===== config.mk =====
export PLATFORM = sky130hd
export DESIGN_NAME = fnd_scan_driver
export DESIGN_NICKNAME = d
export VERILOG_FILES = /design/src/rtl/fnd_scan_driver.sv
export SDC_FILE = /design/constraint.sdc
export NUM_CORES = 1
export LEC_CHECK = 0
export ABC_CLOCK_PERIOD_IN_PS = 5600
export BUFFER_PORTS_ARGS = -buffer_cell sky130_fd_sc_hd__buf_2
export CAP_MARGIN = 20
export CELL_PAD_IN_SITES_DETAIL_PLACEMENT = 1
export CELL_PAD_IN_SITES_GLOBAL_PLACEMENT = 2
export CORE_UTILIZATION = 39
export DETAILED_ROUTE_END_ITERATION = 10
export GPL_TIMING_DRIVEN = 0
export PLACE_DENSITY = 0.81
export SLEW_MARGIN = 5
export SYNTH_ARGS = -nofsm -noshare
export SYNTH_HDL_FRONTEND = slang
export SYNTH_SLANG_ARGS = --single-unit

===== constraint.sdc =====
create_clock -name i_clk -period 5.6 [get_ports i_clk]
set_input_delay 0.28 -clock i_clk [delete_from_list [all_inputs] [get_ports i_clk]]
set_output_delay 0.28 -clock i_clk [all_outputs]
set_load 0.02 [all_outputs]

===== src/rtl/fnd_scan_driver.sv =====
// Multiplexed seven-segment scan driver with frame-aligned double buffering.
// Optional leading-zero blanking: define FND_LZB_EN.
module fnd_scan_driver #(
    parameter int unsigned NUM_DIGITS = 8,
    parameter int unsigned DIGIT_DIV  = 100000,
    parameter int unsigned BLANK_CYC  = 4
) (
    input  logic                    i_clk,
    input  logic                    i_reset,
    input  logic [4*NUM_DIGITS-1:0] i_data,
    input  logic [NUM_DIGITS-1:0]   i_dp,
    input  logic                    i_load,
    output logic                    o_pending,
    output logic                    o_frame_start,
    output logic [2:0]              o_digit_sel,
    output logic [NUM_DIGITS-1:0]   o_an,
    output logic [6:0]              o_seg,
    output logic                    o_dp
);
    localparam int unsigned CNT_W = $clog2(DIGIT_DIV);
    localparam logic [CNT_W-1:0] CNT_LAST  = CNT_W'(DIGIT_DIV - 1);
    localparam logic [CNT_W-1:0] CNT_BLANK = CNT_W'(BLANK_CYC);
    localparam logic [2:0]       SEL_LAST  = 3'(NUM_DIGITS - 1);

    logic [CNT_W-1:0]        div_cnt;
    logic [2:0]              digit_sel;
    logic [4*NUM_DIGITS-1:0] shadow_data;
    logic [NUM_DIGITS-1:0]   shadow_dp;
    logic [4*NUM_DIGITS-1:0] disp_data;
    logic [NUM_DIGITS-1:0]   disp_dp;

    logic                    slot_end;
    logic                    frame_end;
    logic                    in_blank;
    logic [NUM_DIGITS-1:0]   an_sel;
    logic [3:0]              cur_val;
    logic                    cur_dp;
    logic                    lzb_hide;

    function automatic logic [6:0] seg_decode(input logic [3:0] val);
        logic [6:0] seg;
        unique case (val)
            4'h0: seg = 7'h40;
            4'h1: seg = 7'h79;
            4'h2: seg = 7'h24;
            4'h3: seg = 7'h30;
            4'h4: seg = 7'h19;
            4'h5: seg = 7'h12;
            4'h6: seg = 7'h02;
            4'h7: seg = 7'h78;
            4'h8: seg = 7'h00;
            4'h9: seg = 7'h10;
            4'hA: seg = 7'h08;
            4'hB: seg = 7'h03;
            4'hC: seg = 7'h46;
            4'hD: seg = 7'h21;
            4'hE: seg = 7'h06;
            4'hF: seg = 7'h0E;
        endcase
        return seg;
    endfunction

    assign slot_end    = (div_cnt == CNT_LAST);
    assign frame_end   = slot_end && (digit_sel == SEL_LAST);
    assign in_blank    = (div_cnt < CNT_BLANK);
    assign o_digit_sel = digit_sel;

`ifdef FND_LZB_EN
    // lead_zero[k]: digits k..NUM_DIGITS-1 are all zero with no decimal point.
    logic [NUM_DIGITS-1:0] lead_zero;
    always_comb begin
        logic run;
        run       = 1'b1;
        lead_zero = '0;
        for (int k = int'(NUM_DIGITS) - 1; k >= 0; k--) begin
            run          = run && (disp_data[4*k +: 4] == 4'd0) && !disp_dp[k];
            lead_zero[k] = run;
        end
    end
`endif

    always_comb begin
        an_sel   = '0;
        cur_val  = 4'd0;
        cur_dp   = 1'b0;
        lzb_hide = 1'b0;
        for (int unsigned k = 0; k < NUM_DIGITS; k++) begin
            if (digit_sel == 3'(k)) begin
                an_sel[k] = 1'b1;
                cur_val   = disp_data[4*k +: 4];
                cur_dp    = disp_dp[k];
`ifdef FND_LZB_EN
                lzb_hide  = (k != 0) && lead_zero[k];
`endif
            end
        end
    end

    always_ff @(posedge i_clk) begin
        if (i_reset) begin
            div_cnt       <= '0;
            digit_sel     <= 3'd0;
            shadow_data   <= '0;
            shadow_dp     <= '0;
            disp_data     <= '0;
            disp_dp       <= '0;
            o_pending     <= 1'b0;
            o_frame_start <= 1'b0;
            o_an          <= '1;
            o_seg         <= 7'h7F;
            o_dp          <= 1'b1;
        end else begin
            div_cnt <= slot_end ? '0 : div_cnt + CNT_W'(1);
            if (slot_end) begin
                digit_sel <= (digit_sel == SEL_LAST) ? 3'd0 : digit_sel + 3'd1;
            end

            if (i_load) begin
                shadow_data <= i_data;
                shadow_dp   <= i_dp;
            end

            // A load on the boundary bypasses the shadow so it is never left pending.
            if (frame_end) begin
                if (i_load) begin
                    disp_data <= i_data;
                    disp_dp   <= i_dp;
                end else if (o_pending) begin
                    disp_data <= shadow_data;
                    disp_dp   <= shadow_dp;
                end
                o_pending <= 1'b0;
            end else if (i_load) begin
                o_pending <= 1'b1;
            end

            o_frame_start <= frame_end;

            if (in_blank || lzb_hide) begin
                o_an  <= '1;
                o_seg <= 7'h7F;
                o_dp  <= 1'b1;
            end else begin
                o_an  <= ~an_sel;
                o_seg <= seg_decode(cur_val);
                o_dp  <= ~cur_dp;
            end
        end
    end

endmodule


==> key figures <==
Floorplanning
  • Floorplan row count: 41
  • Number of I/O pins: 64
  • Die area: 0.0135 mm²
  • Initial standard-cell utilization of the core: 0.402
  • Floorplan Core Area: 0.0126 mm²
  • Die span in y: around 120 µm
  • Die width: 116 µm

Cells and area
  • Number of inserted diodes: 0
  • Area growth from synthesis to layout: 20.9%
  • Number of nets in the final layout: ~660
  • Proportion of layout cells with a drive suffix above 1: 0.239
  • Core occupancy in the finished layout: 0.485

Clocking
  • Buffer depth of the longest clock path: 2
  • Count of instances resized after the clock tree is built: 0
  • Number of buffers inserted for hold repair after clock tree synthesis: 0
  • Clk Latency, worst-skew pair: 420 ps
  • Clock Root Buffer: clkbuf_16
  • Number of CTS-inserted buffers: 17
  • Clock-pin slew on the worst setup and hold paths: 50 ps
  • CTS tree: built
  • CTS H-tree depth: 4
  • Number of sinks driven by the clock tree: between 100 and 150
  • Post-CTS setup buffer count: 0

Timing
  • Final worst path period share: 0.613
  • Final setup skew: 9.06 ps
  • Final critical-path required period: about 3400 ps
  • Setup TNS: 0 ps
  • Max Transition Viols Final: 0
  • Transition at the pin with the smallest max-transition slack: 863 ps
  • Slew Limit Headroom: 0.424
  • Setup violators final: 0
  • Final Hold Viols: 0
  • Highest clock frequency the design can meet: 0.291 GHz
  • Unrepaired setup endpoints after global routing: false

Pwr
  • Power density relative to cell area: 321 mW/mm²
  • Leakage power: around 2.3 nW
  • Worst IR Drop VDD: 163 µV

Global route
  • Largest net degree at the start of global routing: 17
  • Overall overflow remaining after global route: 0
  • Global-route usage over all layers: 0.217
  • Wire length of the first global-routing pass: 21700 µm
  • Via count of the first global-routing pass: 4276
  • Number of antenna violations at the first check in global routing: 0

Drt
  • Via Count: 4061
  • Routed length per placed instance: between 15 and 20 µm
  • Post-Route M1 WL: between 6000 and 7000 µm
  • DRC marker count from the first detailed-route iteration: 145
  • ANT nets after route: 0
  • Met2 Routed Length: 6310 µm
  • Number of detailed-route iterations in the first pass: 4
  • DR top layer: met4
  • Total routed wirelength: 13400 µm
  • DRC violation count after routing: 0
  • Detailed-route vias per instance: 5.16
  • Routed length on met3: 502 µm

Synth
  • Proportion of register bits with asynchronous set or reset after synthesis: 0
  • Synthesized netlist cell count: 526
  • Syn nets: 582
  • Leading cell types by count after synthesis: dfxtp_1 (118), nor2_1 (105), mux2i_1 (46)
  • Leading post-synthesis cells by cell area: dfxtp_1 (47%), a211oi_2 (9.9%), mux2i_1 (9.1%)
  • Main combinational cell family by area after synthesis: compound AO/OA/AOI/OAI gates
  • Biggest area consumer among synthesized cells: dfxtp_1
  • Complex-gate fraction of the synthesized area: 0.179
  • Proportion of netlist area held by the largest area contributor: 0.466
  • Adder-Cell Fraction of Synth Area: 0.0321
  • Most instantiated flip-flop cell in the synthesis netlist: dfxtp_1
  • Count of different cell masters after synthesis: 51
  • Synth Register Bits: 118
  • Number of flops mapped to enable cells by yosys: 0
  • Combined area of all synthesized cells: around 0.005 mm²
  • Yosys Warn Count: 0
  • Avg Inst Size Synth: just under 10 µm²
  • Post-synthesis mux area share: 0.0931
  • Most repeated cell in the gate-level netlist after synthesis: dfxtp_1
  • Synthesized-area fraction occupied by and/or/nand/nor cells: 0.160
  • Share of synthesized area occupied by flip-flops and latches: 0.466
  • Post-synthesis xor/xnor area fraction: 0.0207

Setup path
  • CP arrival: 3710 ps
  • Crit Path Category: flop to flop
  • R2r endpoint: o_seg[3]$_SDFF_PP1_
  • Largest fanout on the critical path: 10
  • Type of element launching the critical path: flop
  • Setup slack on the worst flop-to-flop path: 2160 ps
  • Worst reg-to-reg path cell count: 12
  • Ordered list of cells on the worst path: inv_1 -> ha_1 -> clkbuf_1 -> clkbuf_1 -> a21oi_1 -> a21oi_1 -> o31ai_1 -> inv_1 -> ha_1 -> mux2i_1 -> mux2_2 -> nand2_1
  • Nature of the critical path endpoint: flop
  • Worst path max stage delay: 680 ps
  • CP max-delay cell: o31ai_1
  • Startpoint of the lowest-slack register-to-register path: o_digit_sel[1]$_SDFFE_PP0N_
  • Data required time of the critical path: 5880 ps

Hold path
  • Type of the most critical hold path: primary input to flop
  • Depth of the worst hold-timing path: 3
  • Capture endpoint of the worst hold path: shadow_data[28]$_SDFFE_PP0P_
  • Hold_sp: i_data[28]

Job
  • Number of max-cap violations: 0

Placement
  • Final HPWL DP: 9580 µm
  • Gp weighted congestion: 0.837
  • IO buf count: 61

Status
  • Status: complete, no violations
-- per-layer routing --
layer | up-vias | global-route usage
met5 | - | 0
met1 | 1982 | 0.270
met2 | 68 | 0.359
met4 | 0 | 0.0821
met3 | 22 | 0.0560
li1 | 1989 | -
-- cell usage in the layout (no fill, tap or decap), types with 3 or more instances in the layout --
master	n
dfxtp_1	118
nor2_1	105
buf_2	63
mux2i_1	46
a211oi_2	40
nand2_1	37
clkbuf_1	23
a21oi_1	19
inv_1	18
clkbuf_16	17
ha_1	13
o21ai_0	12
nand3_1	11
xor2_1	8
o221ai_1	6
nand4_1	5
or3_1	5
nand2b_1	4
buf_4	4
buf_6	4
xnor2_1	4
clkinv_2	4
clkbuf_8	4
buf_1	3
o21ai_1	3
nor3_1	3
nor4_1	3
-- how the worst max path moves through the flow --
stage / start / end / slack (ps)
detailed placement: o_digit_sel[1]$_SDFFE_PP0N_ / o_seg[3]$_SDFF_PP1_ / 2230
global placement: o_digit_sel[1]$_SDFFE_PP0N_ / o_seg[3]$_SDFF_PP1_ / 2290
finish: o_digit_sel[1]$_SDFFE_PP0N_ / o_seg[3]$_SDFF_PP1_ / 2160
CTS: o_digit_sel[1]$_SDFFE_PP0N_ / o_seg[3]$_SDFF_PP1_ / 2180
floorplan: o_digit_sel[1]$_SDFFE_PP0N_ / o_seg[3]$_SDFF_PP1_ / 2870
global route: o_digit_sel[2]$_SDFFE_PP0N_ / o_seg[3]$_SDFF_PP1_ / 1910
-- state kept, by name, summed over array words and instances (netlist names) --
register and cells:
shadow_data 32, o_frame_start 1, div_cnt 17, disp_dp 8, o_dp 1, shadow_dp 8, disp_data 32, o_an 8
o_digit_sel 3, o_seg 7, o_pending 1
-- cell type report --
cell class,count,area [µm²]
Sequential cell,118,2360
Buffer,35,180
Clock buffer,23,488
Multi-Input combinational cell,355,2460
Inverter,18,67.6
Clock inverter,5,50.0
Timing Repair Buffer,61,305
Tap cell,172,215
Fill cell,1495,6490
-- where the power goes --
group          internal, mW  switching, mW
logic                0.0353         0.0610
clock network         0.642          0.360
registers             0.862        0.00677
total                  1.54          0.428
-- metrics by stage --
stage	setup slack (ps)	hold slack (ps)	total power, mW	area [µm²]	instances
final	2160	149	1.97	6130	787
after floorplan	2870	418	0.946	5070	526
after global routing	1910	155	2.04	6130	787
after detailed placement	2230	438	0.984	5590	759
after global placement	2290	427	0.979	5590	759
after CTS	2180	139	1.99	6130	787
-- worst max-delay path: cells and delay by family (launching register included) --
| kind | cells | cell delay [ps] |
|---|---|---|
| compound gates | 3 | 1040 |
| fa+ha+maj | 2 | 520 |
| buf+inv | 4 | 910 |
| flops | 1 | 430 |
| mux | 2 | 350 |
| simple gates | 1 | 50 |
-- cell families (layout without fill, tap and decap cells) --
logic type      count (synthesis)  in the layout
compound gates                100            100
xor+xnor                       12             12
simple gates                  183            183
flops                         118            118
mux                            47             47
buf+inv                        53            142
fa+ha+maj                      13             13
Power figures use the tool's default switching activity.
